File: src/rtl/pipe_ctrl_unit_if.sv
// Control-unit bus: ID-stage instruction fields and flush in, stall plus per-stage control fields out.
interface pipe_ctrl_unit_if #(
    parameter int OP_W    = 6,
    parameter int RA_W    = 5,
    parameter int ALUOP_W = 2
);
    logic               id_valid;
    logic [OP_W-1:0]    id_op_code;
    logic [RA_W-1:0]    id_rs;
    logic [RA_W-1:0]    id_rt;
    logic               flush;
    logic               stall;
    logic               ex_reg_dst;
    logic               ex_alu_src;
    logic [ALUOP_W-1:0] ex_alu_op;
    logic [RA_W-1:0]    ex_rt;
    logic               mem_read;
    logic               mem_write;
    logic               mem_branch;
    logic               mem_half;
    logic               mem_half_unsigned;
    logic               wb_mem_to_reg;
    logic               wb_reg_write;
    logic               illegal;

    modport master (
        output id_valid, id_op_code, id_rs, id_rt, flush,
        input  stall, ex_reg_dst, ex_alu_src, ex_alu_op, ex_rt,
               mem_read, mem_write, mem_branch, mem_half, mem_half_unsigned,
               wb_mem_to_reg, wb_reg_write, illegal
    );

    modport slave (
        input  id_valid, id_op_code, id_rs, id_rt, flush,
        output stall, ex_reg_dst, ex_alu_src, ex_alu_op, ex_rt,
               mem_read, mem_write, mem_branch, mem_half, mem_half_unsigned,
               wb_mem_to_reg, wb_reg_write, illegal
    );
endinterface

File: src/rtl/pipe_ctrl_unit.sv
// Pipelined control unit: ID decode, ID/EX, EX/MEM, MEM/WB control registers, load-use stall, flush.
// Define PIPE_CTRL_ILLEGAL_TRAP_EN to build the sticky illegal-opcode trap; otherwise illegal is tied 0.
module pipe_ctrl_unit #(
    parameter int OP_W    = 6,
    parameter int RA_W    = 5,
    parameter int ALUOP_W = 2
) (
    input  logic           clk,
    input  logic           rst,
    pipe_ctrl_unit_if.slave bus
);
    localparam logic [OP_W-1:0] OP_RTYPE = OP_W'('h00);
    localparam logic [OP_W-1:0] OP_ADDI  = OP_W'('h08);
    localparam logic [OP_W-1:0] OP_LW    = OP_W'('h23);
    localparam logic [OP_W-1:0] OP_SW    = OP_W'('h2B);
    localparam logic [OP_W-1:0] OP_BEQ   = OP_W'('h04);
    localparam logic [OP_W-1:0] OP_LH    = OP_W'('h21);
    localparam logic [OP_W-1:0] OP_LHU   = OP_W'('h25);

    typedef struct packed {
        logic               reg_dst;
        logic               alu_src;
        logic [ALUOP_W-1:0] alu_op;
        logic               mem_read;
        logic               mem_write;
        logic               branch;
        logic               half;
        logic               half_unsigned;
        logic               mem_to_reg;
        logic               reg_write;
    } ctrl_t;

    typedef struct packed {
        logic mem_read;
        logic mem_write;
        logic branch;
        logic half;
        logic half_unsigned;
        logic mem_to_reg;
        logic reg_write;
    } mem_ctrl_t;

    typedef struct packed {
        logic mem_to_reg;
        logic reg_write;
    } wb_ctrl_t;

    ctrl_t           dec;
    ctrl_t           idex;
    logic [RA_W-1:0] idex_rt;
    mem_ctrl_t       exmem;
    wb_ctrl_t        memwb;
    logic            stall_int;

    always_comb begin
        dec = '0;
        case (bus.id_op_code)
            OP_RTYPE: begin
                dec.reg_dst   = 1'b1;
                dec.reg_write = 1'b1;
                dec.alu_op    = ALUOP_W'(2'b10);
            end
            OP_ADDI: begin
                dec.alu_src   = 1'b1;
                dec.reg_write = 1'b1;
            end
            OP_LW, OP_LH, OP_LHU: begin
                dec.alu_src       = 1'b1;
                dec.mem_to_reg    = 1'b1;
                dec.reg_write     = 1'b1;
                dec.mem_read      = 1'b1;
                dec.half          = (bus.id_op_code != OP_LW);
                dec.half_unsigned = (bus.id_op_code == OP_LHU);
            end
            OP_SW: begin
                dec.alu_src   = 1'b1;
                dec.mem_write = 1'b1;
            end
            OP_BEQ: begin
                dec.branch = 1'b1;
                dec.alu_op = ALUOP_W'(2'b01);
            end
            default: ;
        endcase
    end

    // A taken branch kills the younger load anyway, so a flush suppresses the stall.
    assign stall_int = idex.mem_read && (idex_rt != '0) && bus.id_valid && !bus.flush &&
                       ((idex_rt == bus.id_rs) || (idex_rt == bus.id_rt));

    always_ff @(posedge clk or posedge rst) begin
        if (rst) begin
            idex    <= '0;
            idex_rt <= '0;
            exmem   <= '0;
            memwb   <= '0;
        end else begin
            memwb <= '{exmem.mem_to_reg, exmem.reg_write};
            if (bus.flush) begin
                idex    <= '0;
                idex_rt <= '0;
                exmem   <= '0;
            end else begin
                exmem <= '{idex.mem_read, idex.mem_write, idex.branch, idex.half,
                           idex.half_unsigned, idex.mem_to_reg, idex.reg_write};
                if (stall_int || !bus.id_valid) begin
                    idex    <= '0;
                    idex_rt <= '0;
                end else begin
                    idex    <= dec;
                    idex_rt <= bus.id_rt;
                end
            end
        end
    end

    assign bus.stall             = stall_int;
    assign bus.ex_reg_dst        = idex.reg_dst;
    assign bus.ex_alu_src        = idex.alu_src;
    assign bus.ex_alu_op         = idex.alu_op;
    assign bus.ex_rt             = idex_rt;
    assign bus.mem_read          = exmem.mem_read;
    assign bus.mem_write         = exmem.mem_write;
    assign bus.mem_branch        = exmem.branch;
    assign bus.mem_half          = exmem.half;
    assign bus.mem_half_unsigned = exmem.half_unsigned;
    assign bus.wb_mem_to_reg     = memwb.mem_to_reg;
    assign bus.wb_reg_write      = memwb.reg_write;

`ifdef PIPE_CTRL_ILLEGAL_TRAP_EN
    logic id_legal;
    logic illegal_q;

    always_comb begin
        id_legal = 1'b0;
        case (bus.id_op_code)
            OP_RTYPE, OP_ADDI, OP_LW, OP_SW, OP_BEQ, OP_LH, OP_LHU: id_legal = 1'b1;
            default: id_legal = 1'b0;
        endcase
    end

    always_ff @(posedge clk or posedge rst) begin
        if (rst) begin
            illegal_q <= 1'b0;
        end else if (bus.id_valid && !id_legal && !stall_int && !bus.flush) begin
            illegal_q <= 1'b1;
        end
    end

    assign bus.illegal = illegal_q;
`else
    assign bus.illegal = 1'b0;
`endif
endmodule

File: src/flat_wrapper.sv
// flat-port wrapper written by rule: the top's interface ports become plain ports
module pipe_ctrl_unit_flat 
#(
    parameter int OP_W    = 6,
    parameter int RA_W    = 5,
    parameter int ALUOP_W = 2
)
  (clk, rst, bus_id_valid, bus_id_op_code, bus_id_rs, bus_id_rt, bus_flush, bus_stall, bus_ex_reg_dst, bus_ex_alu_src, bus_ex_alu_op, bus_ex_rt, bus_mem_read, bus_mem_write, bus_mem_branch, bus_mem_half, bus_mem_half_unsigned, bus_wb_mem_to_reg, bus_wb_reg_write, bus_illegal);
  pipe_ctrl_unit_if #(.OP_W(OP_W), .RA_W(RA_W), .ALUOP_W(ALUOP_W)) bus_i ();
  input  logic clk;
  input  logic rst;
  input wire logic [$bits(bus_i.id_valid)-1:0] bus_id_valid;
  input wire logic [$bits(bus_i.id_op_code)-1:0] bus_id_op_code;
  input wire logic [$bits(bus_i.id_rs)-1:0] bus_id_rs;
  input wire logic [$bits(bus_i.id_rt)-1:0] bus_id_rt;
  input wire logic [$bits(bus_i.flush)-1:0] bus_flush;
  output wire logic [$bits(bus_i.stall)-1:0] bus_stall;
  output wire logic [$bits(bus_i.ex_reg_dst)-1:0] bus_ex_reg_dst;
  output wire logic [$bits(bus_i.ex_alu_src)-1:0] bus_ex_alu_src;
  output wire logic [$bits(bus_i.ex_alu_op)-1:0] bus_ex_alu_op;
  output wire logic [$bits(bus_i.ex_rt)-1:0] bus_ex_rt;
  output wire logic [$bits(bus_i.mem_read)-1:0] bus_mem_read;
  output wire logic [$bits(bus_i.mem_write)-1:0] bus_mem_write;
  output wire logic [$bits(bus_i.mem_branch)-1:0] bus_mem_branch;
  output wire logic [$bits(bus_i.mem_half)-1:0] bus_mem_half;
  output wire logic [$bits(bus_i.mem_half_unsigned)-1:0] bus_mem_half_unsigned;
  output wire logic [$bits(bus_i.wb_mem_to_reg)-1:0] bus_wb_mem_to_reg;
  output wire logic [$bits(bus_i.wb_reg_write)-1:0] bus_wb_reg_write;
  output wire logic [$bits(bus_i.illegal)-1:0] bus_illegal;
  assign bus_i.id_valid = bus_id_valid;
  assign bus_i.id_op_code = bus_id_op_code;
  assign bus_i.id_rs = bus_id_rs;
  assign bus_i.id_rt = bus_id_rt;
  assign bus_i.flush = bus_flush;
  assign bus_stall = bus_i.stall;
  assign bus_ex_reg_dst = bus_i.ex_reg_dst;
  assign bus_ex_alu_src = bus_i.ex_alu_src;
  assign bus_ex_alu_op = bus_i.ex_alu_op;
  assign bus_ex_rt = bus_i.ex_rt;
  assign bus_mem_read = bus_i.mem_read;
  assign bus_mem_write = bus_i.mem_write;
  assign bus_mem_branch = bus_i.mem_branch;
  assign bus_mem_half = bus_i.mem_half;
  assign bus_mem_half_unsigned = bus_i.mem_half_unsigned;
  assign bus_wb_mem_to_reg = bus_i.wb_mem_to_reg;
  assign bus_wb_reg_write = bus_i.wb_reg_write;
  assign bus_illegal = bus_i.illegal;
  pipe_ctrl_unit #(.OP_W(OP_W), .RA_W(RA_W), .ALUOP_W(ALUOP_W)) u_core (.clk(clk), .rst(rst), .bus(bus_i));
endmodule
File: config.mk
export PLATFORM = sky130hd
export DESIGN_NAME = pipe_ctrl_unit_flat
export DESIGN_NICKNAME = d
export VERILOG_FILES = /design/src/rtl/pipe_ctrl_unit_if.sv /design/src/rtl/pipe_ctrl_unit.sv /design/src/flat_wrapper.sv
export SDC_FILE = /design/constraint.sdc
export NUM_CORES = 1
export LEC_CHECK = 0
export BUFFER_PORTS_ARGS = -buffer_cell sky130_fd_sc_hd__buf_2
export CORE_ASPECT_RATIO = 1.25
export CORE_MARGIN = 1
export CORE_UTILIZATION = 25
export DETAILED_ROUTE_END_ITERATION = 16
export GPL_TIMING_DRIVEN = 0
export PLACE_DENSITY = 0.46
export SYNTH_ARGS = -nofsm -noshare
export SYNTH_HDL_FRONTEND = slang
export SYNTH_SLANG_ARGS = --single-unit
File: constraint.sdc
create_clock -name clk -period 1.54 [get_ports clk]
set_input_delay 0.231 -clock clk [delete_from_list [all_inputs] [get_ports clk]]
set_output_delay 0.231 -clock clk [all_outputs]
set_load 0.01 [all_outputs]
# Word-level counts from Yosys, hierarchy flattened
# Cells that the tools add are included.
# word_totals
regBits	25
inputBits	20
out_inout_bits	18
wordCells	55
# op_classes
n_eq_ne	9
n_mux	13
reduce_logical	13
# op_table
operator	count
$eq A6 B6 Y1 const B	4
$mux W11	2
$eq A5 B5 Y1	2
$mux W5	2
$reduce_or A5 Y1	2
$mux W7	1
$eq A6 B3 Y1 const B	1
$eq A6 B4 Y1 const B	1
$logic_not A6 Y1	1
$mux W1	6
$ne A6 B6 Y1 const B	1
$reduce_bool A5 Y1	1
$logic_and A1 B1 Y1	4
$pmux W2 S2	1
$mux W3	1
$reduce_or A3 Y1	1
$logic_not A1 Y1	2
$logic_or A1 B1 Y1	2

# Logic depth before layout (Yosys ltp)
# Gate-level depths: netlist (run 1).
# depth
ltp_word	8
depth_mapped	5
mapped_depth_nobuf	4

# Worst setup path after synthesis (run 1)
# No wires, ideal clock.
# synth_timing
path_type	register to output
start	register u_core.idex_rt[4] (netlist: u_core.bus.ex_rt[4])
end	output bus_stall
arrival_ns	1.218
required_ns	1.309
path_slack_ns	0.091
path_stages_with_launch	5
n_path_buf	0
path_cell_list	dfrtp_1 xnor2_1 nand3_1 o22ai_4 and2_1
# synth_between
elab_chain_cells	5
elab_cells_between_ends	8
classes_between	eq/ne (2); reduce/logical (6)
# synth_rtl
item	line	source
start: declaration	pipe_ctrl_unit.sv:50	logic [RA_W-1:0] idex_rt;
start signal: assignment	pipe_ctrl_unit.sv:111	idex_rt <= bus.id_rt;
$reduce_bool A5 Y1	pipe_ctrl_unit.sv:88	assign stall_int = idex.mem_read && (idex_rt != '0) && bus.id_valid && !bus.flush &&
$logic_and A1 B1 Y1 (3 in series)	pipe_ctrl_unit.sv:88	
$logic_and A1 B1 Y1 (*)	pipe_ctrl_unit.sv:88	
end: declaration	flat_wrapper.sv:17	output wire logic [$bits(bus_i.stall)-1:0] bus_stall;
# Mark *: on every way between the ends. The rest lies on a longest branch, timed or not.

# Final worst setup path (run 1)
# layout_timing
start	register u_core.idex_rt[2] (netlist: u_core.bus.ex_rt[2])
end	output bus_stall
# The elaborated chain is that of the path after synthesis.

==> results.cfg, run 1 <==
[run_status]
status = complete, but fails checks
failed_checks = negative setup slack

[yosys]
synthTopCellsByArea = dfrtp_1 (51%), a21oi_2 (8.9%), xnor2_1 (8.1%), a2111oi_2 (4.1%), nand2_1 (4.1%)
synth_top_family_by_area = simple AND/OR/NAND/NOR gates
synth_adder_area_share_pct = 0
synth_top_area_share_pct = 50.6
ys_types = 27
synth_compound_area_share_pct = 17.3
ys_seq_elements = 22
synthMuxAreaShare_pct = 0
postSynth.asyncResetShare_pct = 100
synthCells = 97
synth_edf_count = 0
ys.flop_type = dfrtp_1
synth_simple_gate_area_share_pct = 18.5
synth_top_area_cell = dfrtp_1
synthXorXnorAreaFrac_pct = 8.06
yosys_warnings = 0
yosysMostFrequentCell = dfrtp_1
synthesis.nets = 117
syn_area_per_cell_um2 = 11.2
netlist_area_um2 = 1090
ys_seq_area_share_pct = 50.6
ys_top_cells_by_count = dfrtp_1 (22), nand2_1 (12), a21oi_2 (11), xnor2_1 (10), nor2b_1 (7)

[timing]
period_share_pct = 109
maxSlewHeadroom_pct = 43.9
setup_tns_ns = -0.139
tightestPinTransition_ns = 0.841
final-setup-viol-count = 1
slew_viol_final = 0
hold_violations = 0
max_freq_mhz = 596
layout_setup_ws_ns = -0.139
fin_crit_ns = 1.68
rsz0062_at_grt = true
fin_skew_ns = 0.00475

[cts]
path_clk_slew_ns = 0.08
clk_latency_ns = 0.26
cts_buffers = 3
cts_sinks = 22
h-tree-depth = 1
clk_path_buf_depth = 2
cts-root-buf = clkbuf_8
cts_tree = done
cts_hold_buf = 0

[power]
intPower_uw = 882
power.switching_uw = 271
powerDensity_nw_per_um2 = 807
clkPwrFrac_pct = 34.8
vdd_ir_drop_max_mv = 0.247
leakagePower_nw = 0.664
seqPwrFrac_pct = 51.5
power.share.switching_pct = 23.5
pwr-share-comb_pct = 13.7

[floorplanning]
core_um2 = 4130
fp.dieH_um = 75.7
initial_core_util_pct = 26.3
rows = 26
die_w_um = 61.0
dieArea_um2 = 4620
io_pins = 38

[setup_path]
critPathLaunchType = flip-flop
max_stage_delay_ns = 0.43
cp_data_required_time_ns = 1.31
end_kind = primary output
critPathKind = reg -> out
crit_arrival_ns = 1.45
rr_worst_depth = 6
slowest_stage = dfrtp_1
cp_max_fo = 4
r2r_end = u_core.idex[5]$_DFF_PP0_
r2r_start = u_core.bus.ex_rt[2]$_DFF_PP0_
crit_chain = xnor2_1, nand3_2, o22ai_4, and2_1, buf_2
reg2reg_slack_ns = 0.09
crit_end = bus_stall
crit_path_start = u_core.bus.ex_rt[2]$_DFF_PP0_

[finish]
n_antenna_cell = 0
regMostFlops = u_core.idex
largest_reg_flops = 6
nets = 159
final.fill_count = 446
drive_gt1_share_pct = 50.0
area_growth_pct = 31.3

[routing]
routed_via_density = 4.22
post-route-drc-count = 0
routed_wl_um = 2240
dr_total_vias = 819
routedWlPerCell_um = 11.5
drt_pass1_iterations = 4
drtIter0Drc = 11
ant_nets = 0

[global_route]
grt_overflow_total = 0
grt_max_degree = 23
grt_pass1_vias = 779
antenna_found_initial = 0
grt_pass1_wl_um = 3400
grt_usage_pct = 9.98

[place]
io_buffer_count = 36
gp_congestion = 0.785
hpwl_um = 1720
post-place-ws_ns = -0.0729

[flow_run]
cap_violations = 0

[hold_path]
min_path_type = in -> async
[per-layer routing]
metal	share of wire [%]	vias to the layer above	GRT usage (%)
met4	1.5	0	5.30
met2	52	16	16.8
li1	-	412	-
met1	43	389	12.1
met3	3.5	2	1.53
met5	0	-	0
[worst min-delay path by stage]
| stage | slack [ns] | startpoint | endpoint |
|---|---|---|---|
| after floorplan | 0.22 | rst | u_core.bus.ex_alu_op[0]$_DFF_PP0_ |
| after global placement | 0.33 | u_core.exmem[0]$_DFF_PP0_ | u_core.bus.wb_reg_write$_DFF_PP0_ |
| after detailed placement | 0.34 | u_core.exmem[0]$_DFF_PP0_ | u_core.bus.wb_reg_write$_DFF_PP0_ |
| after CTS | 0.16 | rst | u_core.bus.ex_rt[2]$_DFF_PP0_ |
| after global routing | 0.21 | bus_id_rt[0] | u_core.bus.ex_rt[0]$_DFF_PP0_ |
| final | 0.13 | rst | u_core.bus.wb_mem_to_reg$_DFF_PP0_ |
[cells in the final DEF, fill, tap and decap left out, drive strengths merged, types with 2 or more instances in the layout]
cell type / n
clkbuf: 4
xnor2: 10
nor3: 2
a21oi: 12
nand2: 12
dfrtp: 22
nor2b: 8
a2111oi: 3
nor2: 3
buf: 43
nand3: 5
[logic make-up (layout without fill, tap and decap cells)]
kind of cell	after synthesis	after routing
other	1	1
flip-flops	22	22
AO/OA/AOI/OAI	19	19
AND/OR/NAND/NOR	38	38
XOR/XNOR	10	10
buffers and inverters	7	48
[area by class of cell]
class / count / area, um^2 / share of cell area [%]
plain buffers: 6 / 52.6 / 3.68
clock buffers: 4 / 55.1 / 3.86
inverters: 1 / 3.75 / 0.263
multi-input cells: 68 / 505 / 35.4
flip-flops and latches: 22 / 553 / 38.7
well taps: 56 / 70.1 / 4.91
repair buffers: 37 / 188 / 13.1
[worst max-delay path: cells and delay by family, from the launching register on]
kind | cells | cell delay (ns)
flops | 1 | 0.43
simple gates | 2 | 0.27
xor+xnor | 1 | 0.19
compound gates | 1 | 0.18
buf+inv | 1 | 0.12
[stage by stage]
step	util [%]	area (um^2)	hold slack (ns)	std cells	power, mW
6_report	34.6	1430	0.131	194	1.15
5_1_grt	34.6	1430	0.206	194	1.20
4_1_cts	34.3	1420	0.158	194	1.17
3_5_place_dp	32.4	1340	0.344	189	0.755
3_3_place_gp	32.4	1340	0.334	189	0.751
2_1_floorplan	-	1090	0.220	97	0.692
[power groups by stage]
stage | Sequential (mW) | Clock, mW | Combinational (mW)
final | 0.594 | 0.401 | 0.157
after detailed placement | 0.604 | 0 | 0.150
after floorplan | 0.606 | 0 | 0.0861
after global routing | 0.595 | 0.437 | 0.173
after global placement | 0.604 | 0 | 0.147
after CTS | 0.593 | 0.415 | 0.158
[repair_timing]
action / 4_1_cts / 5_1_grt
endpoints found under the setup margin: 1 / 1
cloned: 0 / 0
setup buffers: 1 / 0
pin swaps: 5 / 4
gates resized for setup: 4 / 2
Power figures use the tool's default switching activity.
==> run 2, diff against run 1 <==
--- a/config.mk
+++ b/config.mk
@@ -6,7 +6,7 @@
 export NUM_CORES = 1
 export LEC_CHECK = 0
 export BUFFER_PORTS_ARGS = -buffer_cell sky130_fd_sc_hd__buf_2
-export CORE_ASPECT_RATIO = 1.25
+export CORE_ASPECT_RATIO = 0.9
 export CORE_MARGIN = 1
 export CORE_UTILIZATION = 25
 export DETAILED_ROUTE_END_ITERATION = 16
==> results.cfg, run 2 (same netlist as run 1, synthesis figures left out) <==
[cts]
clk_latency_ns = 0.26
cts_sinks = 22
cts_buffers = 3
path_clk_slew_ns = 0.08
cts_tree = done
h-tree-depth = 1
clk_path_buf_depth = 2
cts-root-buf = clkbuf_8

[floorplanning]
fp.dieH_um = 64.6
dieArea_um2 = 4620
io_pins = 38
core_um2 = 4130
initial_core_util_pct = 26.3
die_w_um = 71.5
rows = 22

[timing]
final-setup-viol-count = 1
layout_setup_ws_ns = -0.123
period_share_pct = 108
tightestPinTransition_ns = 0.847
fin_skew_ns = 0.000630
hold_violations = 0
maxSlewHeadroom_pct = 43.5
hold_ws_ns = 0.129
max_freq_mhz = 601
fin_crit_ns = 1.66
rsz0062_at_grt = true
setup_tns_ns = -0.123
slew_viol_final = 0

[routing]
post-route-drc-count = 0
dr_total_vias = 821
routed_wl_um = 2290
routedWlPerCell_um = 12.3
ant_nets = 0
drtIter0Drc = 35
drt_pass1_iterations = 2
routed_via_density = 4.39

[finish]
area_growth_pct = 31.1
layout_commonest_cell = buf_2
largest_reg_flops = 6
multi_input_area_um2 = 483
mostFrequentLayoutCells = buf_2 (35), dfrtp_1 (20), nand2_1 (12)
n_antenna_cell = 0
post-route-util_pct = 34.5
final.fill_count = 437
nets = 160
regMostFlops = u_core.idex
layout.area.seq_um2 = 553
drive_gt1_share_pct = 48.2
stdcell_area_um2 = 1430

[hold_path]
min_path_type = in -> async

[power]
vdd_ir_drop_max_mv = 0.294
p_total_mw = 1.28
leakagePower_nw = 0.666
powerDensity_nw_per_um2 = 898

[place]
hpwl_um = 1700
io_buffer_count = 36
placed_area_um2 = 1330
gp_congestion = 0.757

[run_status]
failed_checks = negative setup slack
status = complete, but fails checks

[setup_path]
crit_chain = xnor2_1, nand3_1, o22ai_4, and2_4, buf_6
cp_top_family = flip-flops
slowest_stage = dfrtp_1
cp_max_fo = 4
max_stage_delay_ns = 0.44
cp_data_required_time_ns = 1.31
critPathKind = reg -> out
critPathLaunchType = flip-flop
crit_arrival_ns = 1.43
end_kind = primary output
critPathBufInv = 1

[flow_run]
cap_violations = 0

[global_route]
grt_pass1_wl_um = 3790
grt_max_degree = 23
grt_usage_pct = 10.7
grt_pass1_vias = 778
grt_overflow_total = 0
antenna_found_initial = 0
run 2: where the power goes:
part | total (mW) | internal [mW] | switching (mW)
clock | 0.534 | 0.347 | 0.187
sequential | 0.593 | 0.585 | 0.00786
combinational | 0.153 | 0.0672 | 0.0857
total | 1.28 | 0.999 | 0.281
run 2: worst register-to-register path: stages, from the launching register on:
cell and delay [ns]:
dfrtp_1 0.44, xnor2_1 0.18, nand3_1 0.15, o22ai_4 0.15, buf_4 0.18, buf_8 0.16, a21oi_2 0.07
run 2: timing repair:
item	4_1_cts	5_1_grt
hold buffers	0	0
pin swaps	5	2
resized for setup	2	2
endpoints found under the setup margin	1	5
buffers inserted	2	0
run 2: path summary, 6_finish.rpt:
kind	startpoint	to	slack [ns]	depth (start not counted)
hold / removal	rst	u_core.bus.ex_rt[2]$_DFF_PP0_	0.13	2
hold reg to reg	u_core.exmem[0]$_DFF_PP0_	u_core.bus.wb_reg_write$_DFF_PP0_	0.37	0
min in group clk	bus_id_rt[2]	u_core.bus.ex_rt[2]$_DFF_PP0_	0.20	3
setup / recovery	u_core.bus.ex_rt[4]$_DFF_PP0_	bus_stall	-0.12	5
max in group asynchronous	rst	u_core.bus.ex_rt[0]$_DFF_PP0_	0.84	2
setup reg to reg	u_core.bus.ex_rt[4]$_DFF_PP0_	u_core.bus.ex_rt[4]$_DFF_PP0_	0.10	6
run 2: metal layers:
layer / vias up / wire (um) / share of wire [%] / GRT usage, %
met4: 0 / 44 / 1.9 / 5.15
met2: 17 / 1120 / 49 / 17.6
met5: - / 0 / 0 / 0
met3: 4 / 82 / 3.6 / 2.80
li1: 413 / - / - / -
met1: 387 / 1050 / 46 / 13.1
run 2: cell type report:
type	instances	area share, %
Buffer	6	3.69
Clock buffer	3	2.90
Clock inverter	1	2.11
Inverter	1	0.263
Multi-Input combinational cell	68	33.9
Sequential cell	22	38.8
Tap cell	48	4.21
Timing Repair Buffer	38	14.1
run 2: per-stage QoR:
step / setup slack, ns / instances
after CTS: -0.155 / 187
after floorplan: 0.0908 / 97
after detailed placement: -0.0552 / 181
final: -0.123 / 187
after global routing: -0.203 / 187
after global placement: -0.0500 / 181
